`config.mk`:
```
export PLATFORM = sky130hd
export DESIGN_NAME = sparse_act_feeder
export DESIGN_NICKNAME = d
export VERILOG_FILES = /design/src/rtl/sparse_act_feeder.sv
export SDC_FILE = /design/constraint.sdc
export NUM_CORES = 1
export LEC_CHECK = 0
export BUFFER_PORTS_ARGS = -buffer_cell sky130_fd_sc_hd__buf_2
export CELL_PAD_IN_SITES_DETAIL_PLACEMENT = 0
export CELL_PAD_IN_SITES_GLOBAL_PLACEMENT = 2
export CORE_UTILIZATION = 33
export DETAILED_ROUTE_END_ITERATION = 12
export PLACE_DENSITY_LB_ADDON = 0.2
export SLEW_MARGIN = 20
export SYNTH_ARGS = -nofsm -noshare
export SYNTH_HDL_FRONTEND = slang
export SYNTH_SLANG_ARGS = --single-unit
```
`constraint.sdc`:
```
create_clock -name clk -period 4.5 [get_ports clk]
set_input_delay 0.9 -clock clk [delete_from_list [all_inputs] [get_ports clk]]
set_output_delay 0.9 -clock clk [all_outputs]
set_load 0.02 [all_outputs]
```
`src/rtl/sparse_act_feeder.sv`:
```
// Zero-skipping activation feeder: takes one dense group per handshake and
// streams its non-zero activations two per beat, each with its in-group index.
//
// state | meaning
// IDLE  | no group held; ready for a new dense group
// EMIT  | group held; presenting beats until the last one is accepted
module sparse_act_feeder #(
   parameter int bw     = 4,
   parameter int idx_bw = 2,
   parameter int cnt_bw = 16
) (
   input  logic                         clk,
   input  logic                         reset,
   input  logic                         in_valid,
   output logic                         in_ready,
   input  logic [(2**idx_bw)*bw-1:0]    in_act_flat,
   output logic                         out_valid,
   input  logic                         out_ready,
   output logic [2*bw-1:0]              out_activation_flat,
   output logic [2*idx_bw-1:0]          out_act_index_flat,
   output logic [1:0]                   out_lane_valid,
   output logic                         out_last,
   output logic [cnt_bw-1:0]            group_count
);

   localparam int GRP = 2**idx_bw;

   typedef enum logic {IDLE, EMIT} state_t;

   state_t              state_q, state_d;
   logic [GRP*bw-1:0]   act_q;
   logic [GRP-1:0]      mask_q;
   logic [GRP-1:0]      rest_mask;
   logic [GRP-1:0]      in_mask;
   logic                found0, found1;
   logic [idx_bw-1:0]   idx0, idx1;
   logic                beat_last;
   logic                in_xfer, out_xfer;

   // Pick the two lowest set bits of the remaining mask; what is left decides last.
   always_comb begin
      found0    = 1'b0;
      found1    = 1'b0;
      idx0      = '0;
      idx1      = '0;
      for (int i = 0; i < GRP; i++) begin
         if (mask_q[i]) begin
            if (!found0) begin
               found0 = 1'b1;
               idx0   = idx_bw'(i);
            end else if (!found1) begin
               found1 = 1'b1;
               idx1   = idx_bw'(i);
            end
         end
      end
      rest_mask = mask_q;
      if (found0) rest_mask[idx0] = 1'b0;
      if (found1) rest_mask[idx1] = 1'b0;
      beat_last = (rest_mask == '0);
   end

   always_comb begin
      in_mask = '0;
      for (int i = 0; i < GRP; i++) begin
         in_mask[i] = (in_act_flat[i*bw +: bw] != '0);
      end
   end

   assign in_xfer  = in_valid & in_ready;
   assign out_xfer = out_valid & out_ready;

   always_ff @(posedge clk) begin
      if (!reset) state_q <= IDLE;
      else        state_q <= state_d;
   end

   always_comb begin
      state_d = state_q;
      case (state_q)
         IDLE: if (in_xfer) state_d = EMIT;
         EMIT: if (out_xfer && beat_last && !in_xfer) state_d = IDLE;
         default: state_d = IDLE;
      endcase
   end

   always_comb begin
      out_valid           = (state_q == EMIT);
      in_ready            = reset & ((state_q == IDLE) |
                                     ((state_q == EMIT) & out_ready & beat_last));
      out_last            = out_valid & beat_last;
      out_lane_valid      = out_valid ? {found1, found0} : 2'b00;
      out_activation_flat = '0;
      out_act_index_flat  = '0;
      if (out_valid && found0) begin
         out_activation_flat[bw-1:0]     = act_q[int'(idx0)*bw +: bw];
         out_act_index_flat[idx_bw-1:0]  = idx0;
      end
      if (out_valid && found1) begin
         out_activation_flat[2*bw-1:bw]        = act_q[int'(idx1)*bw +: bw];
         out_act_index_flat[2*idx_bw-1:idx_bw] = idx1;
      end
   end

   // A last-beat transfer leaves rest_mask empty, so the mask self-clears on return to IDLE.
   always_ff @(posedge clk) begin
      if (!reset) begin
         act_q       <= '0;
         mask_q      <= '0;
         group_count <= '0;
      end else begin
         if (in_xfer) begin
            act_q  <= in_act_flat;
            mask_q <= in_mask;
         end else if (out_xfer) begin
            mask_q <= rest_mask;
         end
         if (out_xfer && beat_last) group_count <= group_count + cnt_bw'(1);
      end
   end

endmodule

```
==> impl_metrics.tcl, run 1 <==
set metrics [dict create \
    status "finished, violations left" \
    violations "DRC" \
    ir_drop_v 0.000114 \
    post_synth.cell_area_avg_sq_um 8.04 \
    max-cap-violations 0 \
    netlist_instances 275 \
    period_minus_slack_ns 3.63 \
    drtIter0Drc 96 \
    initial_utilization_pct 34.4 \
    fp.dieW_um 83.9 \
    clk_latency_ns 0.29 \
    largest_net_degree_at_the_start_of_global_routing 37 \
    worst-slew-pin-transition_ns 0.677 \
    totalNegativeSetupSlack_ns 0 \
    placement.cell_area_sq_um 2520 \
    synth.top_cell.area_share_pct 33.5 \
    worst_setup_hold_path_clk_slew_ns 0.08 \
    via_count 2103 \
    cp_data_arrival_time_ns 2.73 \
    cts_tree "built" \
    pwr-share-clk_pct 29.8 \
    netSwitchingFraction_pct 33.5 \
    combPwrFrac_pct 28.0 \
    synth.net_count 300 \
    root_buffer "sky130_fd_sc_hd__clkbuf_8" \
    timing.critical_path.to_type "primary output" \
    clock-skew-final_ns 0.0118 \
    setup_violations 0 \
    max_freq_ghz 0.276 \
    ys_dominant_reg_cell "sky130_fd_sc_hd__dfxtp_1" \
    stdcell_area_sq_um 2630 \
    slew_violations 0 \
    post_synth_num_cell_types 39 \
    p_per_area_nw_per_um2 335 \
    count_of_antenna_diodes_in_the_layout 0 \
    io-pin-count 53 \
    port_buffers 52 \
    wire_length_of_the_first_global_routing_pass_mm 9.38 \
    post_cts.resized_instances 0 \
    rsz_0062_raised_after_global_routing "false" \
    p_int_uw 584 \
    track_usage_pct 16.7 \
    cts-buffers-inserted 5 \
    synth.top_cells.by_area "sky130_fd_sc_hd__dfxtp_1 33%, sky130_fd_sc_hd__mux2i_1 10%, sky130_fd_sc_hd__nand2_1 8.0%" \
    final_period_utilization_pct 80.6 \
    worst-path-max-fanout 36 \
    hold_path.class "reg -> reg" \
    die_y_um 83.9 \
    critical_path_class "reg -> out" \
    net_switching_power_figure_uw 295 \
    cts.repair_timing.setup_buffer_count 0 \
    timing.critical_path.from_type "register" \
    clock_sinks 37 \
    wl_per_cell_um 14.2 \
    clockBufferDepth 2 \
    number_of_h_tree_branching_levels 2 \
    detailed_place_hpwl_mm 4.18 \
    leakage_uw 0.00114 \
    synth-async-reset-ratio_pct 0 \
    drc_errors 2 \
    synth_top_cell_by_area "sky130_fd_sc_hd__dfxtp_1" \
    regArea_sq_um 741 \
    footprint_of_the_multi_input_gates_sq_um 1350 \
    synth-seq-cells 37 \
    ys_warn_count 0 \
    vias_per_cell 5.28 \
    core_sq_um 6420 \
    layout.cells.most_common_list "52 x sky130_fd_sc_hd__buf_2, 47 x sky130_fd_sc_hd__nand2_1, 37 x sky130_fd_sc_hd__dfxtp_1" \
    number_of_global_route_vias_before_repair 1870 \
    drt-total-wl_mm 5.65 \
    final_layout_size_suffix_gt1_share_pct 22.1 \
    drt-pass1-iter-count 10 \
    num_rows 29 \
    syn_to_final_growth_pct 18.7 \
    cp_data_required_time_ns 3.60 \
    synth_seq_area_share_pct 33.5 \
    count_of_flip_flops_with_a_built_in_enable_after_synthesis 0 \
    nFillCells 681 \
    total_nets_final 345 \
    grt.overflow.total 0 \
    pwr-share-seq_pct 42.2 \
    layout_commonest_cell "sky130_fd_sc_hd__buf_2" \
    gp_congestion 0.738 \
    finalHoldViolations 0 \
    slew-limit-headroom_pct 54.7 \
    ant_nets 0 \
    initial_antenna_violation_count 0 \
    cts-hold-fix-buffers 0 \
    full_die_area_sq_um 7040 \
    utilization_pct 40.9 \
    post_synth_instance_area_sq_um 2210 \
]
-- flip-flops by register name, summed over array words and instances (netlist names) --
name         cells
act_q           16
group_count     16
mask_q           4
out_valid        1
-- cell families (layout without fill, tap and decap cells) --
group | count (synthesis) | count (layout) | synth area share, %
simple gates | 107 | 107 | 24.7
compound gates | 70 | 70 | 19.6
flops | 37 | 37 | 33.5
buf+inv | 30 | 76 | 5.43
mux | 26 | 26 | 14.0
fa+ha+maj | 5 | 5 | 2.83
-- final cells by class --
type / count / area share [%]
timing repair buffer: 56 / 11.1
clock inverter: 1 / 0.191
clock buffer: 7 / 3.67
multi-input combinational: 208 / 51.5
sequential: 37 / 28.2
inverter: 12 / 1.72
tap: 77 / 3.67
-- worst max-delay path, stage by stage, from the launching register on --
cell                       delay (ns)
sky130_fd_sc_hd__dfxtp_1         0.37
sky130_fd_sc_hd__inv_1           0.11
sky130_fd_sc_hd__ha_1            0.38
sky130_fd_sc_hd__nor4b_2         0.29
sky130_fd_sc_hd__o221ai_1        0.17
sky130_fd_sc_hd__a221o_1         0.37
sky130_fd_sc_hd__buf_4           0.23
sky130_fd_sc_hd__o21ai_0         0.21
sky130_fd_sc_hd__and2_1          0.15
sky130_fd_sc_hd__buf_2           0.15
-- power by group through the flow --
stage / registers, uW / logic [uW] / clock network (uW)
finish: 371 / 246 / 262
global route: 374 / 276 / 287
CTS: 371 / 247 / 271
detailed placement: 379 / 246 / 0
global placement: 379 / 246 / 0
floorplan: 368 / 191 / 0
-- path summary, 6_finish.rpt --
kind	from	to	slack, ns	cells after the start
hold / removal	act_q[5]	act_q[5]	0.48	2
setup / recovery	mask_q[0]	in_ready	0.87	9
setup reg to reg	mask_q[0]	mask_q[0]	1.80	9
hold reg to reg	act_q[5]	act_q[5]	0.48	2
-- Yosys cell counts (6+ instances only) --
cell type	count
sky130_fd_sc_hd__a21oi_1	25
sky130_fd_sc_hd__and2_1	8
sky130_fd_sc_hd__clkbuf_1	11
sky130_fd_sc_hd__dfxtp_1	37
sky130_fd_sc_hd__inv_1	11
sky130_fd_sc_hd__mux2i_1	22
sky130_fd_sc_hd__nand2_1	47
sky130_fd_sc_hd__nand3_1	8
sky130_fd_sc_hd__nor2_1	7
sky130_fd_sc_hd__o21ai_0	17
sky130_fd_sc_hd__or3_1	12
sky130_fd_sc_hd__or4_1	6
-- metal layers --
layer	part of all wire [%]	GRT usage [%]	wire length (um)
met1	53	24.1	3010
met2	43	25.3	2430
met3	3.0	3.07	171
met4	0.71	5.17	40
met5	0	0	0
-- through the flow --
stage	hold WS (ns)	power, uW	worst slack [ns]	instances
floorplan	0.443	560	1.37	275
detailed placement	0.473	625	1.20	390
global route	0.502	937	0.653	398
finish	0.482	878	0.873	398
global placement	0.465	625	1.24	390
CTS	0.483	888	0.863	398
(Power assumes the default switching activity.)
==> run 2, diff against run 1 <==
ABC_AREA = 1   (was default)
CORE_UTILIZATION = 29   (was 33)
clock period = 3.4 ns   (was 4.5 ns; I/O delays follow)
==> run 2 against run 1 <==
Net effect:
- the flow now finishes without violations
- register-to-register slack worse by 0.79 ns
- wire length is 18% higher
- critical path depth stayed put
- worst setup slack worse by 0.34 ns
- design area is 8.5% higher
- count of clock-buffer cells in the layout is 1 lower
- non-clock buffer count is 1 higher
- combinational power is 15% lower
==> impl_metrics.tcl, run 2 <==
set metrics [dict create \
    clock_sinks 37 \
    timing.critical_path.from_type "register" \
    grt.overflow.total 0 \
    layout.cells.most_common_list "62 x sky130_fd_sc_hd__nand2_1, 52 x sky130_fd_sc_hd__buf_2, 46 x sky130_fd_sc_hd__nand3_1" \
    most_common_cell_on_crit_path "sky130_fd_sc_hd__a21oi_1" \
    footprint_of_the_multi_input_gates_sq_um 1390 \
    synth.top_cells.by_area "sky130_fd_sc_hd__dfxtp_1 31%, sky130_fd_sc_hd__nand2_1 9.7%, sky130_fd_sc_hd__nand3_1 9.6%" \
    drtIter0Drc 92 \
    count_of_antenna_diodes_in_the_layout 0 \
    post_synth_instance_area_sq_um 2410 \
    post_synth.cell_area_avg_sq_um 6.89 \
    cp_slowest_stage_delay_ns 0.32 \
    cts.repair_timing.setup_buffer_count 0 \
    ys_warn_count 0 \
    ys_dominant_reg_cell "sky130_fd_sc_hd__dfxtp_1" \
    critical_path_class "reg -> out" \
    worst-slew-pin-transition_ns 0.667 \
    utilization_pct 36.1 \
    cp_data_required_time_ns 2.72 \
    largest_net_degree_at_the_start_of_global_routing 29 \
    compound_cell_area_share_of_the_yosys_netlist_pct 16.4 \
    clockBufferDepth 2 \
    synth_seq_area_share_pct 30.7 \
    netlist_instances 350 \
    arithmetic_cell_share_of_the_synthesized_area_counting_full_adders_half_adders_and_majority_gates_pct 2.60 \
    number_of_h_tree_branching_levels 2 \
    synthTopCellsByCount "62 x sky130_fd_sc_hd__nand2_1, 46 x sky130_fd_sc_hd__nand3_1, 37 x sky130_fd_sc_hd__dfxtp_1, 37 x sky130_fd_sc_hd__inv_1, 23 x sky130_fd_sc_hd__nor2_1" \
    post_synth_xor_area_fraction_pct 3.27 \
    drc_errors 0 \
    synth_simple_gate_area_share_pct 35.4 \
    largestRegisters "act_q (16), group_count (16), mask_q (4)" \
    p_per_area_nw_per_um2 381 \
    drt-total-wl_mm 6.68 \
    post_synth_num_cell_types 36 \
    total_nets_final 425 \
    vias_per_cell 4.76 \
    cp_data_arrival_time_ns 2.19 \
    gp_congestion 0.807 \
    post-synth-top-count-cell "sky130_fd_sc_hd__nand2_1" \
    finalHoldViolations 0 \
    period_minus_slack_ns 2.87 \
    synth.net_count 375 \
    synth.area.mux_share_pct 0 \
    regArea_sq_um 741 \
    cp_slowest_cell "sky130_fd_sc_hd__dfxtp_1" \
    cts-hold-fix-buffers 0 \
    full_die_area_sq_um 8680 \
    synth_top_cell_by_area "sky130_fd_sc_hd__dfxtp_1" \
    crit_path_cell_trace "inv_1, ha_1, inv_2, o21ai_2, nand2_1, a21oi_1, o21ai_0, a21oi_1, buf_2" \
    fp.dieW_um 93.2 \
    root_buffer "sky130_fd_sc_hd__clkbuf_8" \
    via_count 2396 \
    track_usage_pct 16.1 \
    cts-buffers-inserted 5 \
    cts_tree "built" \
    layout_commonest_cell "sky130_fd_sc_hd__nand2_1" \
    max_freq_ghz 0.348 \
    worst-path-max-fanout 17 \
    status "complete, no violations" \
    num_rows 32 \
    wire_length_of_the_first_global_routing_pass_mm 10.9 \
    initial_utilization_pct 30.6 \
    count_of_flip_flops_with_a_built_in_enable_after_synthesis 0 \
    synth-async-reset-ratio_pct 0 \
    clock-skew-final_ns 0.0107 \
    timing.critical_path.to_type "primary output" \
    die_y_um 93.2 \
    synth-seq-cells 37 \
    clk_latency_ns 0.29 \
    number_of_global_route_vias_before_repair 2281 \
    placement.cell_area_sq_um 2730 \
    core_sq_um 7890 \
    synth_top_family_by_area "simple AND/OR/NAND/NOR gates" \
    synth.top_cell.area_share_pct 30.7 \
    setup_violations 0 \
    final_layout_size_suffix_gt1_share_pct 27.2 \
    nFillCells 881 \
    hold_path.class "reg -> reg" \
    wl_per_cell_um 13.3 \
    post_cts.resized_instances 0 \
    totalNegativeSetupSlack_ns 0 \
    stdcell_area_sq_um 2850 \
    drt-pass1-iter-count 4 \
    detailed_place_hpwl_mm 5.04 \
    io-pin-count 53 \
    rsz_0062_raised_after_global_routing "false" \
    leakage_uw 0.00123 \
    worst_setup_hold_path_clk_slew_ns 0.08 \
    syn_to_final_growth_pct 18.2 \
    port_buffers 52 \
    max-cap-violations 0 \
    ant_nets 0 \
    slew_violations 0 \
    final_period_utilization_pct 84.4 \
    ir_drop_v 0.000166 \
    slew-limit-headroom_pct 55.1 \
    initial_antenna_violation_count 0 \
]
## run 2: cell types whose count changed after synthesis, sizes merged, moves of 7 or more
cell    delta
nand2     +31
mux2i     -22
clkbuf     -9
nor3      +13
a21oi      +9
and2       -9
or3       -12
inv       +35
nand3     +39
xnor2      +7
nor2      +18
## run 2: cell type report
type / instances / share of cell area (%)
clock buffer: 6 / 2.90
clock inverter: 2 / 1.32
inverter: 46 / 6.15
multi-input combinational: 253 / 48.7
sequential: 37 / 26.0
tap: 102 / 4.48
timing repair buffer: 57 / 10.5
## run 2: metal layers
| layer | vias up | track usage (%) | wire length (um) | part of all wire, % |
|---|---|---|---|---|
| met5 | - | 0 | 0 | 0 |
| met4 | 0 | 4.62 | 38 | 0.57 |
| met3 | 2 | 2.03 | 195 | 2.9 |
| met2 | 41 | 29.1 | 3340 | 50 |
| met1 | 1092 | 19.8 | 3110 | 47 |
| li1 | 1261 | - | - | - |
## run 2: worst paths after layout
path                   from                      to  slack [ns]  depth (start not counted)
hold reg to reg    act_q[6]                act_q[6]        0.47                          2
setup / recovery  mask_q[0]  out_activation_flat[3]        0.53                          9
hold / removal     act_q[6]                act_q[6]        0.47                          2
setup reg to reg  mask_q[1]               mask_q[0]        1.01                         13
## run 2: metrics by stage
step / setup WS (ns) / hold WS, ns / instances / power, uW
4_1_cts: 0.525 / 0.471 / 503 / 1100
3_5_place_dp: 0.841 / 0.459 / 495 / 695
3_3_place_gp: 0.898 / 0.454 / 495 / 696
6_report: 0.530 / 0.472 / 503 / 1090
5_1_grt: 0.231 / 0.491 / 503 / 1150
2_1_floorplan: 0.856 / 0.443 / 350 / 639
## run 2: report_power, final
part	switching (uW)	total, uW	internal (uW)
clock network	164	402	239
logic	141	210	68.5
registers	20.4	474	454
## run 2: worst max-delay path, delay by kind of cell (launching register included)
kind                       cells  cell delay [ns]
adders and majority gates      1             0.29
AOI/OAI and AO/OA              4             0.61
and+or+nand+nor                1             0.30
DFF                            1             0.32
buffers and inverters          3             0.38
## run 2: kinds of logic after synthesis
group | count (synthesis)
AO/OA/AOI/OAI | 62
XOR/XNOR | 9
adder cells (fa/ha/maj) | 5
buffers and inverters | 60
flip-flops | 37
AND/OR/NAND/NOR | 177
